### config.mk
export PLATFORM = sky130hd
export DESIGN_NAME = pipeline_hazard_ctrl_flat
export DESIGN_NICKNAME = d
export VERILOG_FILES = /design/src/rtl/pipeline_hazard_ctrl_if.sv /design/src/rtl/pipeline_hazard_ctrl.sv /design/src/flat_wrapper.sv
export SDC_FILE = /design/constraint.sdc
export NUM_CORES = 1
export LEC_CHECK = 0
export ABC_CLOCK_PERIOD_IN_PS = 2100
export CAP_MARGIN = 20
export CORE_MARGIN = 10
export CORE_UTILIZATION = 43
export CTS_CLUSTER_DIAMETER = 100
export DETAILED_ROUTE_END_ITERATION = 7
export HOLD_SLACK_MARGIN = 0.06
export MAX_ROUTING_LAYER = met4
export PLACE_DENSITY = 0.83
export RECOVER_POWER = 100
export SETUP_SLACK_MARGIN = 0.2
export SLEW_MARGIN = 10
export SYNTH_ARGS = -nofsm -noshare
export SYNTH_HDL_FRONTEND = slang
export SYNTH_SLANG_ARGS = --single-unit
### constraint.sdc
create_clock -name clk -period 2.1 [get_ports clk]
set_input_delay 0.42 -clock clk [delete_from_list [all_inputs] [get_ports clk]]
set_output_delay 0.42 -clock clk [all_outputs]
set_load 0.01 [all_outputs]
### src/rtl/pipeline_hazard_ctrl_if.sv
// Signal bundle between the pipeline datapath and the hazard controller:
// ID/EX/MEM hazard inputs and the PC / pipeline-register enables.
interface pipeline_hazard_ctrl_if;
  logic [5:0]  op_code_ID;
  logic [4:0]  rs_ID;
  logic [4:0]  rt_ID;
  logic        mem_read_EX;
  logic [4:0]  dest_EX;
  logic        branch_taken_EX;
  logic        dmem_req;
  logic        dmem_ready;
  logic        halt_req;

  logic        hold_pc;
  logic        hold_if_id;
  logic        hold_id_ex;
  logic        hold_ex_mem;
  logic        bubble_ex;
  logic        bubble_wb;
  logic        flush_if_id;
  logic        halt_ack;
  logic        mem_timeout;
  logic [15:0] stall_cnt;

  // Datapath side: presents hazard information, consumes enables.
  modport master (
    output op_code_ID, rs_ID, rt_ID, mem_read_EX, dest_EX, branch_taken_EX,
           dmem_req, dmem_ready, halt_req,
    input  hold_pc, hold_if_id, hold_id_ex, hold_ex_mem, bubble_ex, bubble_wb,
           flush_if_id, halt_ack, mem_timeout, stall_cnt
  );

  // Controller side.
  modport slave (
    input  op_code_ID, rs_ID, rt_ID, mem_read_EX, dest_EX, branch_taken_EX,
           dmem_req, dmem_ready, halt_req,
    output hold_pc, hold_if_id, hold_id_ex, hold_ex_mem, bubble_ex, bubble_wb,
           flush_if_id, halt_ack, mem_timeout, stall_cnt
  );
endinterface

### src/rtl/pipeline_hazard_ctrl.sv
// Pipeline sequencer for the 5-stage core: load-use stalls, taken-branch flushes,
// data-memory wait freezes and the halt/drain handshake, plus a stall-cycle counter.
module pipeline_hazard_ctrl #(
  parameter logic [5:0]  OP_LW     = 6'h23,
  parameter logic [5:0]  OP_BEQ    = 6'h04,
  parameter logic [5:0]  OP_ADD    = 6'h00,
  parameter logic [5:0]  OP_SUB    = 6'h00,
  parameter logic [5:0]  OP_SW     = 6'h2B,
  parameter int unsigned DRAIN_CYC = 4,
  parameter int unsigned MAX_WAIT  = 255
) (
  input  logic                 clk,
  input  logic                 rst_n,
  pipeline_hazard_ctrl_if.slave hz
);

  localparam int unsigned WAIT_W  = $clog2(MAX_WAIT + 1);
  localparam int unsigned DRAIN_W = (DRAIN_CYC > 1) ? $clog2(DRAIN_CYC) : 1;
  localparam int unsigned STALL_W = 16;

  typedef enum logic [1:0] {
    RUN      = 2'd0,
    MEM_WAIT = 2'd1,
    DRAIN    = 2'd2,
    HALTED   = 2'd3
  } state_e;

  state_e               state_q, state_d;
  logic                 ret_drain_q, ret_drain_d;
  logic [WAIT_W-1:0]    wait_cnt_q, wait_cnt_d;
  logic [DRAIN_W-1:0]   drain_cnt_q, drain_cnt_d;
  logic                 timeout_q, timeout_d;
  logic [STALL_W-1:0]   stall_cnt_q, stall_cnt_d;

  logic uses_rt;
  logic raw_hit;
  logic live;
  logic freeze;
  logic branch;
  logic load_use;
  logic drain_mode;

  logic hold_pc_c;
  logic hold_if_id_c;
  logic hold_id_ex_c;
  logic hold_ex_mem_c;
  logic bubble_ex_c;
  logic bubble_wb_c;
  logic flush_if_id_c;
  logic halt_ack_c;
  logic mem_timeout_c;

  // RAW dependency of the ID instruction on a load sitting in EX; loads only read rs.
  always_comb begin
    uses_rt = ((hz.op_code_ID == OP_ADD) || (hz.op_code_ID == OP_SUB) ||
               (hz.op_code_ID == OP_SW)  || (hz.op_code_ID == OP_BEQ)) &&
              (hz.op_code_ID != OP_LW);
    raw_hit = hz.mem_read_EX && (hz.dest_EX != 5'd0) &&
              ((hz.dest_EX == hz.rs_ID) || (uses_rt && (hz.dest_EX == hz.rt_ID)));
  end

  // Hazard classification, enables and next-state.
  always_comb begin
    state_d       = state_q;
    ret_drain_d   = ret_drain_q;
    wait_cnt_d    = wait_cnt_q;
    drain_cnt_d   = drain_cnt_q;
    timeout_d     = timeout_q;
    stall_cnt_d   = stall_cnt_q;
    hold_pc_c     = 1'b0;
    hold_if_id_c  = 1'b0;
    hold_id_ex_c  = 1'b0;
    hold_ex_mem_c = 1'b0;
    bubble_ex_c   = 1'b0;
    bubble_wb_c   = 1'b0;
    flush_if_id_c = 1'b0;
    halt_ack_c    = 1'b0;

    // Enables are forced low while reset is held, even with a memory wait pending.
    live       = rst_n && (state_q != HALTED);
    freeze     = live && hz.dmem_req && !hz.dmem_ready;
    branch     = live && !freeze && hz.branch_taken_EX;
    load_use   = live && !freeze && !branch && raw_hit;
    // The release cycle of a wait behaves like the state the wait interrupted.
    drain_mode = (state_q == DRAIN) || ((state_q == MEM_WAIT) && ret_drain_q);

    if (rst_n && (state_q == HALTED)) begin
      halt_ack_c    = 1'b1;
      hold_pc_c     = 1'b1;
      flush_if_id_c = 1'b1;
    end else if (freeze) begin
      hold_pc_c     = 1'b1;
      hold_if_id_c  = 1'b1;
      hold_id_ex_c  = 1'b1;
      hold_ex_mem_c = 1'b1;
      bubble_wb_c   = 1'b1;
    end else if (branch) begin
      flush_if_id_c = 1'b1;
      bubble_ex_c   = 1'b1;
    end else if (load_use) begin
      hold_pc_c     = 1'b1;
      hold_if_id_c  = 1'b1;
      bubble_ex_c   = 1'b1;
    end else if (rst_n && drain_mode) begin
      hold_pc_c     = 1'b1;
      flush_if_id_c = 1'b1;
    end

    mem_timeout_c = timeout_q ||
                    (freeze && (wait_cnt_q >= WAIT_W'(MAX_WAIT - 1)));
    timeout_d     = mem_timeout_c;

    if (freeze && (wait_cnt_q < WAIT_W'(MAX_WAIT))) begin
      wait_cnt_d = wait_cnt_q + WAIT_W'(1);
    end

    if (hold_pc_c && (stall_cnt_q != '1)) begin
      stall_cnt_d = stall_cnt_q + STALL_W'(1);
    end

    case (state_q)
      RUN: begin
        if (freeze) begin
          state_d     = MEM_WAIT;
          ret_drain_d = 1'b0;
        end else if (hz.halt_req) begin
          state_d     = DRAIN;
          drain_cnt_d = '0;
        end
      end
      DRAIN: begin
        if (freeze) begin
          state_d     = MEM_WAIT;
          ret_drain_d = 1'b1;
        end else if (drain_cnt_q == DRAIN_W'(DRAIN_CYC - 1)) begin
          state_d     = HALTED;
        end else begin
          drain_cnt_d = drain_cnt_q + DRAIN_W'(1);
        end
      end
      MEM_WAIT: begin
        if (!freeze) begin
          state_d    = ret_drain_q ? DRAIN : RUN;
          wait_cnt_d = '0;
        end
      end
      HALTED: begin
        if (!hz.halt_req) begin
          state_d = RUN;
        end
      end
      default: state_d = RUN;
    endcase
  end

  // State and counter registers.
  always_ff @(posedge clk or negedge rst_n) begin
    if (!rst_n) begin
      state_q     <= RUN;
      ret_drain_q <= 1'b0;
      wait_cnt_q  <= '0;
      drain_cnt_q <= '0;
      timeout_q   <= 1'b0;
      stall_cnt_q <= '0;
    end else begin
      state_q     <= state_d;
      ret_drain_q <= ret_drain_d;
      wait_cnt_q  <= wait_cnt_d;
      drain_cnt_q <= drain_cnt_d;
      timeout_q   <= timeout_d;
      stall_cnt_q <= stall_cnt_d;
    end
  end

  assign hz.hold_pc     = hold_pc_c;
  assign hz.hold_if_id  = hold_if_id_c;
  assign hz.hold_id_ex  = hold_id_ex_c;
  assign hz.hold_ex_mem = hold_ex_mem_c;
  assign hz.bubble_ex   = bubble_ex_c;
  assign hz.bubble_wb   = bubble_wb_c;
  assign hz.flush_if_id = flush_if_id_c;
  assign hz.halt_ack    = halt_ack_c;
  assign hz.mem_timeout = mem_timeout_c;
  assign hz.stall_cnt   = stall_cnt_q;

endmodule
### src/flat_wrapper.sv
// flat-port wrapper written by rule: the top's interface ports become plain ports
module pipeline_hazard_ctrl_flat 
#(
  parameter logic [5:0]  OP_LW     = 6'h23,
  parameter logic [5:0]  OP_BEQ    = 6'h04,
  parameter logic [5:0]  OP_ADD    = 6'h00,
  parameter logic [5:0]  OP_SUB    = 6'h00,
  parameter logic [5:0]  OP_SW     = 6'h2B,
  parameter int unsigned DRAIN_CYC = 4,
  parameter int unsigned MAX_WAIT  = 255
)
  (clk, rst_n, hz_op_code_ID, hz_rs_ID, hz_rt_ID, hz_mem_read_EX, hz_dest_EX, hz_branch_taken_EX, hz_dmem_req, hz_dmem_ready, hz_halt_req, hz_hold_pc, hz_hold_if_id, hz_hold_id_ex, hz_hold_ex_mem, hz_bubble_ex, hz_bubble_wb, hz_flush_if_id, hz_halt_ack, hz_mem_timeout, hz_stall_cnt);
  pipeline_hazard_ctrl_if hz_i ();
  input  logic clk;
  input  logic rst_n;
  input wire logic [$bits(hz_i.op_code_ID)-1:0] hz_op_code_ID;
  input wire logic [$bits(hz_i.rs_ID)-1:0] hz_rs_ID;
  input wire logic [$bits(hz_i.rt_ID)-1:0] hz_rt_ID;
  input wire logic [$bits(hz_i.mem_read_EX)-1:0] hz_mem_read_EX;
  input wire logic [$bits(hz_i.dest_EX)-1:0] hz_dest_EX;
  input wire logic [$bits(hz_i.branch_taken_EX)-1:0] hz_branch_taken_EX;
  input wire logic [$bits(hz_i.dmem_req)-1:0] hz_dmem_req;
  input wire logic [$bits(hz_i.dmem_ready)-1:0] hz_dmem_ready;
  input wire logic [$bits(hz_i.halt_req)-1:0] hz_halt_req;
  output wire logic [$bits(hz_i.hold_pc)-1:0] hz_hold_pc;
  output wire logic [$bits(hz_i.hold_if_id)-1:0] hz_hold_if_id;
  output wire logic [$bits(hz_i.hold_id_ex)-1:0] hz_hold_id_ex;
  output wire logic [$bits(hz_i.hold_ex_mem)-1:0] hz_hold_ex_mem;
  output wire logic [$bits(hz_i.bubble_ex)-1:0] hz_bubble_ex;
  output wire logic [$bits(hz_i.bubble_wb)-1:0] hz_bubble_wb;
  output wire logic [$bits(hz_i.flush_if_id)-1:0] hz_flush_if_id;
  output wire logic [$bits(hz_i.halt_ack)-1:0] hz_halt_ack;
  output wire logic [$bits(hz_i.mem_timeout)-1:0] hz_mem_timeout;
  output wire logic [$bits(hz_i.stall_cnt)-1:0] hz_stall_cnt;
  assign hz_i.op_code_ID = hz_op_code_ID;
  assign hz_i.rs_ID = hz_rs_ID;
  assign hz_i.rt_ID = hz_rt_ID;
  assign hz_i.mem_read_EX = hz_mem_read_EX;
  assign hz_i.dest_EX = hz_dest_EX;
  assign hz_i.branch_taken_EX = hz_branch_taken_EX;
  assign hz_i.dmem_req = hz_dmem_req;
  assign hz_i.dmem_ready = hz_dmem_ready;
  assign hz_i.halt_req = hz_halt_req;
  assign hz_hold_pc = hz_i.hold_pc;
  assign hz_hold_if_id = hz_i.hold_if_id;
  assign hz_hold_id_ex = hz_i.hold_id_ex;
  assign hz_hold_ex_mem = hz_i.hold_ex_mem;
  assign hz_bubble_ex = hz_i.bubble_ex;
  assign hz_bubble_wb = hz_i.bubble_wb;
  assign hz_flush_if_id = hz_i.flush_if_id;
  assign hz_halt_ack = hz_i.halt_ack;
  assign hz_mem_timeout = hz_i.mem_timeout;
  assign hz_stall_cnt = hz_i.stall_cnt;
  pipeline_hazard_ctrl #(.OP_LW(OP_LW), .OP_BEQ(OP_BEQ), .OP_ADD(OP_ADD), .OP_SUB(OP_SUB), .OP_SW(OP_SW), .DRAIN_CYC(DRAIN_CYC), .MAX_WAIT(MAX_WAIT)) u_core (.clk(clk), .rst_n(rst_n), .hz(hz_i));
endmodule
==> results.json, run 1 <==
{
  "outcome": "finished with violations",
  "violations": "setup timing",
  "dp_hpwl_mm": 3.64,
  "antenna_found_initial": 0,
  "clkSinkCount": 30,
  "top_layer": "met4",
  "die_h_um": 84.7,
  "rsz0062_at_grt": "yes",
  "grt_overflow": 0,
  "fin_area_mm2": 0.00316,
  "viasPerCell": 5.51,
  "synth.area.top_cells": "dfrtp_1 (42%), xnor2_1 (9.7%), xor2_1 (4.4%)",
  "clk_pin_slew_ns": 0.07,
  "vdd_ir_drop_max_v": 0.000758,
  "h-tree-depth": 2,
  "yosysSeqAreaShare_pct": 41.7,
  "cp_max_fo": 4,
  "core-area_mm2": 0.00403,
  "worstSetupEndpointType": "primary output",
  "hold_slack_ns": 0.343,
  "placed_cell_area_mm2": 0.00254,
  "grtUsageTotal_pct": 17.2,
  "ys_seq_elements": 30,
  "avgSynthCellArea_um2": 10.3,
  "post-route-min-period_ns": 2.21,
  "wl_met1_mm": 2.48,
  "yosysTopAreaCellShare_pct": 41.7,
  "synth_area_mm2": 0.00180,
  "drive_gt1_share_pct": 45.0,
  "cts_buffer_depth": 2,
  "timing.final.ws_setup_ns": -0.114,
  "route.met2.wl_mm": 3.80,
  "finalCritPeriodShare_pct": 105,
  "leakage_nw": 1.47,
  "max_freq_ghz": 0.452,
  "grt_pass1_wl_mm": 9.93,
  "cts_made_buffers": 5,
  "dr_wl_met3_um": 211,
  "ant_nets": 0,
  "relSlewSlack_pct": 45.4,
  "drt_pre_antenna_iters": 4,
  "critical_path.slowest_cell": "or4_4",
  "crit_chain": "buf_8 -> or4_4 -> nor2_4 -> nor4bb_4 -> o21ai_2 -> nand3_1 -> a31oi_2 -> buf_2",
  "drt_iter0_markers": 132,
  "drcViolationCount": 0,
  "die-area_mm2": 0.00718,
  "die_width_um": 84.7,
  "grt_pass1_vias": 2020,
  "clock_latency_ns": 0.28,
  "hp-class": "primary input to async pin",
  "synth_top_cell_by_area": "dfrtp_1",
  "finClkSkew_ns": 0.00558,
  "num_io_pins": 53,
  "root_buffer": "clkbuf_8",
  "start_util_pct": 44.7,
  "synth.distinct_cells": 47,
  "io_buffer_count": 52,
  "grt_max_degree": 18,
  "via_count": 1830,
  "core.rowCount": 23,
  "worstPathRequired_ns": 1.68,
  "fin_nets": 313,
  "finalPower_mw": 3.06,
  "drv_cap": 0,
  "synth_nets": 207,
  "wire_per_inst_um": 20.2,
  "diodes": 0,
  "worstMarginPinSlew_ns": 0.818,
  "cts_tree": "yes",
  "cp.buffers_inverters": 2,
  "start_kind": "primary input",
  "final_cells": 332,
  "hold_violations": 0,
  "synthCells": 175,
  "max_stage_delay_ns": 0.54,
  "cp.arrival_ns": 1.79,
  "setup_viol": 11,
  "yosys_warnings": 0,
  "drt_wl_total_mm": 6.69,
  "area_growth_pct": 75.7,
  "cpLargestDelayFamily": "simple AND/OR/NAND/NOR gates",
  "placedCellCount": 293,
  "ctsHoldBuffers": 0,
  "path_class": "primary input to primary output",
  "gp_congestion": 0.818,
  "most-common-layout-cells": "buf_4 (29), dfrtp_1 (29), buf_6 (27)",
  "slew_violations": 0,
  "power_per_cell_area_mw_per_mm2": 969
}
path summary, 6_finish.rpt:
check / start / to / slack (ns) / depth (start not counted)
hold / removal: rst_n / u_core.wait_cnt_q[3] / 0.34 / 2
max in group asynchronous: rst_n / u_core.hz.stall_cnt[2] / 0.99 / 2
setup reg to reg: u_core.state_q[1] / u_core.hz.stall_cnt[10] / -0.02 / 9
min in group clk: u_core.hz.stall_cnt[4] / u_core.hz.stall_cnt[4] / 0.50 / 1
hold reg to reg: u_core.hz.stall_cnt[4] / u_core.hz.stall_cnt[4] / 0.50 / 1
setup / recovery: hz_dest_EX[0] / hz_flush_if_id / -0.11 / 8
synth_stat cells (all sizes together):
library cell,number
clkbuf,2
nor3b,1
and2,1
xnor2,21
buf,5
xor2,9
nor3,2
inv,4
nor4bb,1
a22oi,1
a31oi,3
mux2i,1
o21ai,8
o31ai,1
nand2b,1
nand4,10
o21bai,1
nand2,14
a21oi,5
or4,1
nor2b,2
and3,10
and4b,2
a211oi,1
mux2,2
nor4,2
nor2,14
or3b,1
or3,1
ha,4
a32oi,1
nand3,11
and4,1
dfrtp,30
o22ai,1
where the power goes:
part	switching [mW]	internal (mW)	total, mW
clock network	0.225	0.506	0.731
registers	0.165	0.714	0.879
logic	0.639	0.815	1.45
sequential cells by signal, indices dropped and copies added (netlist names):
| register | flops |
|---|---|
| u_core.hz.stall_cnt | 16 |
| u_core.wait_cnt_q | 8 |
| u_core.ret_drain_q | 1 |
| u_core.drain_cnt_q | 2 |
| u_core.state_q | 2 |
| u_core.timeout_q | 1 |
logic make-up after synthesis:
logic type               count (synthesis)  share of synthesized area [%]
multiplexers                             3                           2.02
adder cells (fa/ha/maj)                  4                           2.78
AO/OA/AOI/OAI                           22                           9.04
buffers and inverters                   11                           3.61
AND/OR/NAND/NOR                         75                           25.9
XOR/XNOR                                30                           15.0
flip-flops                              30                           41.7
layer usage:
| layer | vias to the layer above | track usage [%] |
|---|---|---|
| met5 | - | - |
| met1 | 921 | 17.8 |
| met4 | 0 | 7.93 |
| li1 | 831 | - |
| met2 | 55 | 30.7 |
| met3 | 23 | 3.29 |
final cells by class:
type	count	area (um^2)
clock inverter	2	60.1
fill	243	866
tap	50	62.6
inverter	4	15.0
multi-input combinational	134	1210
timing repair buffer	106	981
sequential	30	752
clock buffer	6	82.6
stage by stage:
stage / setup TNS, ns / utilization [%] / worst slack (ns)
floorplan: 0 / - / 0.0547
global placement: -16.99 / 63.1 / -0.921
detailed placement: -18.16 / 63.1 / -1.00
CTS: -0.191 / 74.2 / -0.116
global route: -1.55 / 78.5 / -0.161
finish: -0.448 / 78.5 / -0.114
what timing repair did:
item                       CTS  global route
gates cloned                 1             0
setup buffers               21             9
pin swaps                   41            17
setup endpoints to repair   36            32
resized for setup          132            44
No activity file was read; power rests on OpenSTA's default activity.
==> inputs of run 2 (changes only) <==
MAX_ROUTING_LAYER = not set   (was met4)
==> run 2 against run 1 <==
  * The flow still finishes with violations (setup timing)
  * Sequential power hardly changed
  * Critical endpoint unchanged
  * First-iteration DRC count decreased by 9.1%
  * Hold slack improved by 0.0018 ns
  * Count of clock-buffer cells in the layout is the same
  * Core utilization unchanged
  * Maximum frequency decreased by 0.16%
  * Flip-flop and latch count did not move
  * Setup slack worse by 0.0036 ns
  * Final area is the same
  * Critical path depth stayed put
  * Total power fell by 0.13%
  * Cell count did not move
==> results.json, run 2 (synthesis gave the netlist of run 1 again) <==
{
  "outcome": "finished with violations",
  "violations": "setup timing",
  "start_kind": "primary input",
  "die-area_mm2": 0.00718,
  "cp_max_fo": 4,
  "clockPowerShare_pct": 23.9,
  "drt_iter0_markers": 120,
  "hp-class": "primary input to async pin",
  "slew_violations": 0,
  "diodes": 0,
  "worstSetupEndpointType": "primary output",
  "placedCellCount": 293,
  "vdd_ir_drop_max_v": 0.000758,
  "io_buffer_count": 52,
  "gp_congestion": 0.806,
  "die_width_um": 84.7,
  "core-area_mm2": 0.00403,
  "cp.buffers_inverters": 2,
  "max_stage_delay_ns": 0.54,
  "largest_register_ffs": 16,
  "combPwrFrac_pct": 47.3,
  "drive_gt1_share_pct": 45.0,
  "drt_pre_antenna_iters": 4,
  "num-fill-cells": 243,
  "finish.utilization_pct": 78.5,
  "relSlewSlack_pct": 44.2,
  "power_per_cell_area_mw_per_mm2": 968,
  "dp_hpwl_mm": 3.64,
  "most-common-layout-cells": "buf_4 (29), dfrtp_1 (29), buf_6 (27)",
  "drcViolationCount": 0,
  "h-tree-depth": 2,
  "rsz0062_at_grt": "yes",
  "setup_viol": 10,
  "cts_tree": "yes",
  "cp.arrival_ns": 1.80,
  "switching_share_pct": 33.5,
  "grtUsageTotal_pct": 16.8,
  "area_growth_pct": 75.7,
  "antenna_found_initial": 0,
  "die_h_um": 84.7,
  "wire_per_inst_um": 20.0,
  "critical_path.slowest_cell": "or4_4",
  "leakage_nw": 1.47,
  "num_io_pins": 53,
  "worstPathRequired_ns": 1.68,
  "internal_power_mw": 2.03,
  "grt_pass1_wl_mm": 9.92,
  "grt_overflow": 0,
  "worstMarginPinSlew_ns": 0.837,
  "clock_latency_ns": 0.28,
  "fin_nets": 313,
  "drv_cap": 0,
  "via_count": 1834,
  "crit_chain": "buf_8 -> or4_4 -> nor2_4 -> nor4bb_4 -> o21ai_2 -> nand3_1 -> a31oi_2 -> buf_2",
  "core.rowCount": 23,
  "cts_buffer_depth": 2,
  "final_cells": 332,
  "timing.final.ws_setup_ns": -0.118,
  "clk_pin_slew_ns": 0.07,
  "grt_max_degree": 18,
  "clkSinkCount": 30,
  "power_frac_seq_pct": 28.8,
  "p_sw_mw": 1.03,
  "cts_made_buffers": 5,
  "ant_nets": 0,
  "finClkSkew_ns": 0.00566,
  "max_freq_ghz": 0.451,
  "post-route-min-period_ns": 2.22,
  "cpLargestDelayFamily": "simple AND/OR/NAND/NOR gates",
  "grt_pass1_vias": 2018,
  "finalCritPeriodShare_pct": 106,
  "drt_wl_total_mm": 6.66,
  "start_util_pct": 44.7,
  "hold_violations": 0,
  "root_buffer": "clkbuf_8",
  "path_class": "primary input to primary output",
  "viasPerCell": 5.52
}
## run 2: cell counts in the layout (fill, tap and decap cells not counted)
Identical to the previous run, type by type.
## run 2: routing by layer
metal,track usage (%),share of wire (%),wire length (um),vias to the layer above
met2,30.7,57,3780,60
li1,-,-,-,831
met1,17.3,37,2460,923
met5,0,0,0,-
met3,4.25,3.3,221,20
met4,7.93,2.9,193,0
## run 2: through the flow
step / total power, mW / hold WS, ns / area (um^2) / setup WS (ns) / TNS [ns]
6_report: 3.06 / 0.345 / 3160 / -0.118 / -0.296
4_1_cts: 2.85 / 0.305 / 2990 / -0.116 / -0.191
5_1_grt: 3.21 / 0.335 / 3160 / -0.144 / -1.54
2_1_floorplan: 1.37 / 0.124 / 1840 / 0.0547 / 0
3_5_place_dp: 1.81 / 0.485 / 2540 / -1.00 / -18.16
3_3_place_gp: 1.77 / 0.474 / 2540 / -0.921 / -16.99
## run 2: power groups by stage
stage | clock (mW) | combinational (mW) | sequential (mW)
6_report | 0.733 | 1.45 | 0.881
4_1_cts | 0.741 | 1.26 | 0.848
3_3_place_gp | 0 | 0.925 | 0.840
5_1_grt | 0.775 | 1.54 | 0.897
2_1_floorplan | 0 | 0.508 | 0.860
3_5_place_dp | 0 | 0.957 | 0.848
## run 2: final timing paths
kind / slack, ns / endpoint / startpoint / cells after the start
min in group clk: 0.50 / u_core.hz.stall_cnt[4] / u_core.hz.stall_cnt[4] / 1
min reg2reg: 0.50 / u_core.hz.stall_cnt[4] / u_core.hz.stall_cnt[4] / 1
min: 0.35 / u_core.wait_cnt_q[3] / rst_n / 2
max in group asynchronous: 0.97 / u_core.hz.stall_cnt[2] / rst_n / 2
max reg2reg: -0.02 / u_core.hz.stall_cnt[14] / u_core.state_q[1] / 10
max: -0.12 / hz_flush_if_id / hz_dest_EX[0] / 8
## run 2: layout make-up
class,count,area (um^2),area share [%]
clock inverters,2,60.1,1.90
repair buffers,106,981,31.0
inverters,4,15.0,0.475
clock buffers,6,82.6,2.61
well taps,50,62.6,1.98
multi-input cells,134,1210,38.3
flip-flops and latches,30,752,23.8
## run 2: timing repair
action / CTS / global route
hold buffers: 0 / 0
resized for setup: 132 / 44
cloned: 1 / 0
pin swaps: 41 / 17
buffers inserted: 21 / 9
endpoints found under the setup margin: 36 / 32
